[src/rtl/fifo_uart_tx.sv]
// fifo_uart_tx
//   Read-side consumer for an 8-bit synchronous FIFO. When enabled and the
//   FIFO reports data, it pops one byte through the FIFO's registered read
//   port and sends it as a UART 8N1 frame on tx, LSB first. The block then
//   returns to IDLE and looks at the FIFO again.
//
//   Parameter
//     CLKS_PER_BIT  clk cycles per UART bit (legal values are 2 and above)
//
//   Ports
//     clk           system clock, rising edge
//     rst           synchronous, active-high reset
//     enable        permits new pops; looked at only in IDLE
//     fifo_isempty  FIFO empty flag (registered inside the FIFO)
//     fifo_dout     FIFO read data, valid the cycle after fifo_rd_en
//     fifo_rd_en    one-cycle pop request (FETCH state only)
//     tx            serial line, idles high
//     busy          high in every state except IDLE
//     tx_done       one-cycle pulse on the first IDLE cycle after a stop bit
//
//   Every output is decoded from registered state, counter and shift
//   register only, so no input reaches an output combinationally.
module fifo_uart_tx #(
  parameter int CLKS_PER_BIT = 16
) (
  input  logic       clk,
  input  logic       rst,
  input  logic       enable,
  input  logic       fifo_isempty,
  input  logic [7:0] fifo_dout,
  output logic       fifo_rd_en,
  output logic       tx,
  output logic       busy,
  output logic       tx_done
);

  localparam int                CNT_W    = (CLKS_PER_BIT > 1) ? $clog2(CLKS_PER_BIT) : 1;
  localparam logic [CNT_W-1:0]  CNT_LAST = CNT_W'(CLKS_PER_BIT - 1);

  typedef enum logic [2:0] {
    IDLE  = 3'd0,
    FETCH = 3'd1,
    LOAD  = 3'd2,
    START = 3'd3,
    DATA  = 3'd4,
    STOP  = 3'd5
  } state_t;

  state_t           state;
  state_t           state_nxt;
  logic [CNT_W-1:0] cnt;
  logic [2:0]       bit_idx;
  logic [7:0]       shreg;
  logic             bit_end;
  logic             timed;

  // Last clock of the current bit period (START, DATA and STOP only).
  assign bit_end = (cnt == CNT_LAST);
  assign timed   = (state == START) || (state == DATA) || (state == STOP);

  // ---- state register ----
  always_ff @(posedge clk) begin
    if (rst) begin
      state <= IDLE;
    end else begin
      state <= state_nxt;
    end
  end

  // ---- next-state logic ----
  // The empty flag lags the FIFO pointers by a cycle. It is only looked at
  // in IDLE, which is reached at least a full frame after the previous pop,
  // so a stale "not empty" can never trigger a read of an empty FIFO.
  always_comb begin
    state_nxt = state;
    case (state)
      IDLE:    if (enable && !fifo_isempty) state_nxt = FETCH;
      FETCH:   state_nxt = LOAD;
      LOAD:    state_nxt = START;
      START:   if (bit_end) state_nxt = DATA;
      DATA:    if (bit_end && (bit_idx == 3'd7)) state_nxt = STOP;
      STOP:    if (bit_end) state_nxt = IDLE;
      default: state_nxt = IDLE;
    endcase
  end

  // ---- output decode ----
  always_comb begin
    tx         = 1'b1;
    busy       = 1'b1;
    fifo_rd_en = 1'b0;
    case (state)
      IDLE:    busy       = 1'b0;
      FETCH:   fifo_rd_en = 1'b1;
      START:   tx         = 1'b0;
      DATA:    tx         = shreg[0];
      default: tx         = 1'b1;
    endcase
  end

  // ---- baud counter, bit index and done pulse ----
  // The counter runs only in the timed states and clears at every bit
  // boundary; since each state change out of a timed state happens on a bit
  // boundary, this also clears it on every state change.
  always_ff @(posedge clk) begin
    if (rst) begin
      cnt     <= '0;
      bit_idx <= '0;
      tx_done <= 1'b0;
    end else begin
      tx_done <= (state == STOP) && bit_end;

      if (timed && !bit_end && (state_nxt == state)) begin
        cnt <= cnt + 1'b1;
      end else begin
        cnt <= '0;
      end

      if (state != DATA) begin
        bit_idx <= '0;
      end else if (bit_end && (bit_idx != 3'd7)) begin
        bit_idx <= bit_idx + 3'd1;
      end
    end
  end

  // ---- shift register ----
  // Pure datapath: it is always reloaded in LOAD before DATA reads it, so it
  // needs no reset.
  always_ff @(posedge clk) begin
    if (state == LOAD) begin
      shreg <= fifo_dout;
    end else if ((state == DATA) && bit_end) begin
      shreg <= {1'b0, shreg[7:1]};
    end
  end

endmodule

[config.mk]
export PLATFORM = sky130hd
export DESIGN_NAME = fifo_uart_tx
export DESIGN_NICKNAME = d
export VERILOG_FILES = /design/src/rtl/fifo_uart_tx.sv
export SDC_FILE = /design/constraint.sdc
export NUM_CORES = 1
export LEC_CHECK = 0
export BUFFER_PORTS_ARGS = -buffer_cell sky130_fd_sc_hd__buf_2
export CAP_MARGIN = 20
export CORE_UTILIZATION = 53
export DETAILED_ROUTE_END_ITERATION = 10
export PLACE_DENSITY = 0.76
export REMOVE_ABC_BUFFERS = 1
export SLEW_MARGIN = 20
export SYNTH_ARGS = -nofsm -noshare
export SYNTH_HDL_FRONTEND = slang
export SYNTH_SLANG_ARGS = --single-unit
[constraint.sdc]
create_clock -name clk -period 1.8 [get_ports clk]
set_input_delay 0.36 -clock clk [delete_from_list [all_inputs] [get_ports clk]]
set_output_delay 0.36 -clock clk [all_outputs]
set_load 0.05 [all_outputs]
# After elaboration in Yosys (flattened, before gate mapping)
# Cells that the tools add are included.
[classes] addsub=2 n_eq_ne=10 muxes=10 n_bitwise=1 n_reduce_logical=15
[op_table] op="$pmux 3 s6" n=1
[op_table] op="$mux 8" n=2
[op_table] op="$mux 3" n=4
[op_table] op="$eq 3x3->1 const B" n=3
[op_table] op="$logic_and 1x1->1" n=7
[op_table] op="$eq 3x2->1 const B" n=2
[op_table] op="$ne 3x3->1 const B" n=2
[op_table] op="$add 4x1->4 const B" n=1
[op_table] op="$eq 4x4->1 const B" n=1
[op_table] op="$reduce_or 2->1" n=2
[op_table] op="$add 3x1->3 const B" n=1
[op_table] op="$eq 3x1->1 const B" n=1
[op_table] op="$eq 3x3->1" n=1
[op_table] op="$logic_not 3->1" n=1
[op_table] op="$logic_not 1->1" n=2
[op_table] op="$logic_or 1x1->1" n=2
[op_table] op="$mux 1" n=2
[op_table] op="$pmux 1 s2" n=1
[op_table] op="$reduce_bool 2->1" n=1
[op_table] op="$not 1->1" n=1
[word_totals] regBits=19 out_inout_bits=4

# Logic depth before layout (Yosys ltp)
# Gate-level depths: netlist (run 1).
[logic_depth] depth_word=8 depth_mapped=5

# Worst setup path before layout (run 1)
# No wires, ideal clock.
[synth_timing] path_type="register to output" start="reg state[0]" end="out fifo_rd_en" arrival_ps=1562 required_ps=1440 path_slack_ps=-122 stages_incl_launch_ff=4 n_path_buf=1 cell_sequence="dfxtp_1 -> buf_2 -> inv_1 -> nor3_1"
[synth_via] elab_chain_len=2
[synth_lines] item="start: declaration" line="49" rtl="state_t state;"
[synth_lines] item="start signal: assignment" line="66" rtl="state <= state_nxt;"
[synth_lines] item="$eq 3x1->1" line="92" rtl="case (state)"
[synth_lines] item="$mux 1" line="92"
[synth_lines] item="end: declaration" line="31" rtl="output logic fifo_rd_en,"
# Every way passes these cells.

# Final worst setup path (run 1)
[layout_timing] start="reg state[2]" end="out busy"
[layout_via] elab_chain_len=2
[layout_lines] item="$logic_not 3->1" line="92"
[layout_lines] item="$mux 1" line="92"
[layout_lines] item="end: declaration" line="33" rtl="output logic busy,"
# Every way passes these cells.

==> results.yml, run 1 <==
global_route:
  antenna_found_initial: 0
  grt_usage_pct: 18.66
  grt_pass1_vias: 568
  grt_start_max_net_pins: 12
  grt_pass1_wl_um: 2449
  grt_overflow: 0
timing:
  tightest_slew_ps: 336.8
  tns_ps: 0
  period_share_pct: 95.82
  period_minus_slack_ps: 1725
  slew_viol_final: 0
  hold_viol_final: 0
  slew_headroom_pct: 77.55
  rsz0062_at_grt: "false"
  fmax_ghz: 0.5798
  fin_skew_ps: 9.471
  finalSetupViolCount: 0
layout:
  nNetsFinal: 105
  multi_input_area_um2: 421.7
  fillers: 129
  antenna_cells: 0
  final_common_cell: "buf_2"
  finalCoreUtilization_pct: 64.93
  seqCellArea_um2: 464.2
  syn_to_final_growth_pct: 11.59
  drive_above_1_share_pct: 39.33
  final_cell_mix: "15 x buf_2, 8 x dfxtp_1, 8 x edfxtp_1, 7 x mux2_4"
  final_cells: 105
synth:
  syn_area_um2: 907.1
  ys_ff_latch: 19
  syn_area_per_cell_um2: 12.43
  synth_top_cell_area_share_pct: 26.48
  synth_area_leaders: "edfxtp_1 26%, dfxtp_1 24%, mux2_4 12%, ha_1 4.1%, mux2i_1 3.3%"
  yosysTopAreaCell: "edfxtp_1"
  synth.distinct_cells: 34
  yosysSeqAreaShare_pct: 50.76
  synthCells: 73
  ys_warn_count: 0
cts:
  cts_buffers: 3
  ctsResizeCount: 0
  clock_path_buffers: 2
  cts_hold_buf: 0
  postCtsSetupBuffers: 0
  tritoncts: "built"
  clock_latency_ps: 290
  cts-root-buf: "clkbuf_4"
  cts.clk_slew.worst_paths_ps: 110
  cts_max_level: 1
  clock_sinks: 19
setup_path:
  r2r-end: "shreg[2]$_DFFE_PP_"
  crit_arrival_ps: 1360
  critPathLaunch: "state[2]$_SDFF_PP0_"
  critical_path_class: "reg2out"
  cp-end-kind: "output pin"
  crit_fanout: 7
  cp.required_ps: 1440
  cp-endpoint: "busy"
  reg2reg_depth: 4
  startpoint_type: "register"
  timing.rr.start: "cnt[0]$_SDFF_PP0_"
  rrSetupSlack_ps: 270
die:
  coreArea_um2: 1559
  dieHeight_um: 43.37
  initial_core_util_pct: 58.19
  ioPinCount: 16
  die_w_um: 43.37
  num_rows: 14
  die_area_um2: 1881
route:
  wirelength_um: 1482
  vias: 585
  drt-pass1-iter-count: 7
  vias_per_cell: 5.571
  postRouteAntennaNets: 0
  drc: 3
  drt-initial-drc-count: 10
  avgRoutedWirePerCell_um: 14.11
place:
  gp_congestion: 0.6768
  hpwl_um: 1125
  numPortBuffers: 15
  placed_cells: 101
status:
  status: "finished, violations left"
  violations: "design-rule violations"
power:
  ir_drop_mv: 0.6971
  leakage_nw: 0.4362
  power.density_nw_per_um2: 783.2
job:
  cap_violations: 0
hold_path:
  min_path_type: "in2reg"
==> worst min path at each step <==
stage	from	endpoint	slack [ps]	depth (start not counted)
3_3_place_gp	cnt[0]$_SDFF_PP0_	cnt[0]$_SDFF_PP0_	430	1
6_report	rst	state[0]$_SDFF_PP0_	290	2
2_1_floorplan	cnt[0]$_SDFF_PP0_	cnt[0]$_SDFF_PP0_	430	1
3_5_place_dp	cnt[0]$_SDFF_PP0_	cnt[0]$_SDFF_PP0_	450	1
5_1_grt	rst	state[2]$_SDFF_PP0_	290	2
4_1_cts	rst	state[0]$_SDFF_PP0_	290	2
==> per-layer routing <==
metal | up-vias | track usage, % | wire length (um)
met5 | - | 0 | 0
met4 | 0 | 9.375 | 25
met3 | 2 | 3.750 | 40
met2 | 12 | 33.33 | 712
met1 | 269 | 21.04 | 702
li1 | 302 | - | -
==> power by group <==
part           total (mW)  internal, mW  switching [mW]  leakage [nW]
clock               0.210        0.0825           0.128        0.0177
combinational       0.103        0.0495          0.0532         0.254
sequential          0.480         0.468          0.0118         0.164
total               0.793         0.600           0.193         0.436
==> cell type report <==
cell class / count / area share, %
Sequential cell: 19 / 45.86
Clock buffer: 3 / 2.225
Timing Repair Buffer: 15 / 7.417
Inverter: 1 / 0.3708
Tap cell: 16 / 1.978
Clock inverter: 1 / 0.4944
Multi-Input combinational cell: 50 / 41.66
==> sequential cells by signal, indices dropped and copies added, names as in the netlist <==
name and cells:
cnt 4, bit_idx 3, tx_done 1, state 3, shreg 8
==> cells in the mapped netlist <==
cell	count
dfxtp_1	11
edfxtp_1	8
mux2_4	7
nor2_1	4
nor3_1	4
and3_1	3
ha_1	3
mux2i_1	3
buf_2	2
nand3_1	2
nand4b_1	2
xor2_1	2
a211o_1	1
a21oi_1	1
a31oi_1	1
and2_1	1
and2_4	1
and3_2	1
buf_6	1
inv_1	1
mux2_2	1
nand2b_1	1
nand2b_4	1
nand3b_1	1
nand4_1	1
nor2_2	1
nor2b_1	1
nor3b_1	1
o21ai_0	1
o31a_1	1
or2_1	1
or3_1	1
or3_2	1
xnor2_1	1
==> worst max-delay path, cell delays in order (launching register included) <==
cell and delay, ps:
dfxtp_2 380, or3_2 470, buf_2 220
==> cells by family after synthesis <==
kind of cell | count (synthesis) | share of synthesized area [%]
AND/OR/NAND/NOR | 28 | 19.59
flip-flops | 19 | 50.76
multiplexers | 11 | 16.14
AO/OA/AOI/OAI | 5 | 3.724
buffers and inverters | 4 | 2.758
XOR/XNOR | 3 | 2.897
adder cells (fa/ha/maj) | 3 | 4.138
==> through the flow <==
| stage | power, mW | hold WS [ps] | worst slack (ps) | cell area [um^2] |
|---|---|---|---|---|
| final | 0.7927 | 294.5 | 75.22 | 1012 |
| after global routing | 0.8226 | 285.0 | 23.27 | 1012 |
| after CTS | 0.7979 | 290.7 | 28.26 | 1008 |
| after detailed placement | 0.5922 | 450.9 | 259.4 | 980.9 |
| after global placement | 0.5881 | 434.4 | 337.7 | 980.9 |
| after floorplan | 0.5618 | 426.9 | -127.6 | 885.9 |
Note: power is estimated with default switching activity, not from simulation.
==> run 2, diff against run 1 <==
==> constraint.sdc (replaced) <==
create_clock -name clk -period 1.8 [get_ports clk]
set_input_delay 0.18 -clock clk [delete_from_list [all_inputs] [get_ports clk]]
set_output_delay 0.18 -clock clk [all_outputs]
set_load 0.05 [all_outputs]
==> run 2 against run 1 <==
Against the previous run: the run still ends with design-rule violations left; critical path depth up 1; count of clock-buffer cells in the layout up 1; design area down 0.49%; critical endpoint is now tx.
==> results.yml, run 2 (synthesis gave the netlist of run 1 again) <==
hold_path:
  min_path_type: "in2reg"
setup_path:
  cp-end-kind: "output pin"
  crit_arrival_ps: 1430
  crit_fanout: 9
  startpoint_type: "register"
  crit_family: "flip-flops"
  cp.required_ps: 1620
  crit_chain: "nand2b_4 -> o31a_1 -> buf_2"
  cpPeakStageDelay_ps: 490
  crit_path_top_delay_cell: "dfxtp_1"
  critical_path_class: "reg2out"
  crit_buf_inv: 1
cts:
  clock_latency_ps: 300
  cts_hold_buf: 0
  clock_sinks: 19
  tritoncts: "built"
  cts_max_level: 1
  clock_path_buffers: 2
  ctsResizeCount: 0
  cts-root-buf: "clkbuf_4"
  cts.clk_slew.worst_paths_ps: 100
  postCtsSetupBuffers: 0
  cts_buffers: 3
layout:
  syn_to_final_growth_pct: 11.03
  drive_above_1_share_pct: 34.83
  final_cell_mix: "15 x buf_2, 11 x dfxtp_1, 8 x edfxtp_1, 7 x mux2_4"
  regMostFlops: "shreg"
  antenna_cells: 0
  fillers: 129
  largest_register_ffs: 8
  final_common_cell: "buf_2"
  reg_top3: "shreg x8, cnt x4"
  nNetsFinal: 105
power:
  ir_drop_mv: 0.3898
  leakage_nw: 0.4322
  power.density_nw_per_um2: 787.7
timing:
  finalSetupViolCount: 0
  hold_viol_final: 0
  hold_slack_ps: 113.6
  rsz0062_at_grt: "false"
  fmax_ghz: 0.6223
  period_share_pct: 89.27
  tns_ps: 0
  tightest_slew_ps: 345.7
  slew_headroom_pct: 76.95
  slew_viol_final: 0
  period_minus_slack_ps: 1607
  fin_skew_ps: 6.410
route:
  avgRoutedWirePerCell_um: 13.71
  drt-pass1-iter-count: 7
  drc: 2
  vias: 582
  postRouteAntennaNets: 0
  wirelength_um: 1440
  drt-initial-drc-count: 8
  vias_per_cell: 5.543
global_route:
  grt_pass1_vias: 545
  grtUsageMet2_pct: 25.15
  grt_overflow: 0
  grt_usage_pct: 17.81
  met3_usage_pct: 4.583
  grt_start_max_net_pins: 11
  antenna_found_initial: 0
  use_met1_pct: 24.39
  grt_pass1_wl_um: 2394
  busiest_layer: "met2"
place:
  numPortBuffers: 15
  hpwl_um: 1043
  gp_congestion: 0.6765
status:
  violations: "design-rule violations"
  status: "finished, violations left"
die:
  die_w_um: 43.37
  die_area_um2: 1881
  dieHeight_um: 43.37
  coreArea_um2: 1559
  num_rows: 14
  ioPinCount: 16
  initial_core_util_pct: 58.19
job:
  cap_violations: 0
-- run 2: worst paths after layout --
| kind | from | endpoint | slack, ps | cells after the start |
|---|---|---|---|---|
| worst max register to register | cnt[0]$_SDFF_PP0_ | shreg[5]$_DFFE_PP_ | 260 | 4 |
| worst min register to register | cnt[0]$_SDFF_PP0_ | cnt[0]$_SDFF_PP0_ | 460 | 1 |
| worst min-delay path | rst | state[2]$_SDFF_PP0_ | 110 | 2 |
| worst max-delay path | state[1]$_SDFF_PP0_ | tx | 190 | 3 |
-- run 2: layout make-up --
class | count | area (um^2) | area share [%]
clock buffers | 4 | 26.28 | 2.609
inverters | 1 | 3.754 | 0.3727
multi-input cells | 50 | 421.7 | 41.86
flip-flops and latches | 19 | 460.4 | 45.71
well taps | 16 | 20.02 | 1.988
repair buffers | 15 | 75.07 | 7.453
-- run 2: worst register-to-register path: stages, from the launching register on --
cell	delay, ps
dfxtp_1	370
ha_1	250
nand3_1	130
nor3_1	130
or2_1	330
-- run 2: where the power goes --
| group | switching [mW] | leakage, nW | internal, mW |
|---|---|---|---|
| Combinational | 0.0521 | 0.254 | 0.0494 |
| Sequential | 0.0123 | 0.163 | 0.467 |
| Clock | 0.126 | 0.0150 | 0.0864 |
| Total | 0.190 | 0.432 | 0.603 |
-- run 2: metrics by stage --
step                      setup WS [ps]  instances  power, mW  area [um^2]  util [%]
after global routing              122.4        105     0.8254         1007     64.61
final                             193.2        105     0.7933         1007     64.61
after detailed placement          277.8        101     0.5899        980.9     62.92
after CTS                         201.2        105     0.7977         1007     64.61
after floorplan                   52.43         70     0.5618        885.9         -
after global placement            344.0        101     0.5880        980.9     62.92
-- run 2: routing by layer --
layer	share of wire, %	up-vias
li1	-	299
met1	50	265
met2	43	13
met3	4.6	5
met4	2.5	0
met5	0	-
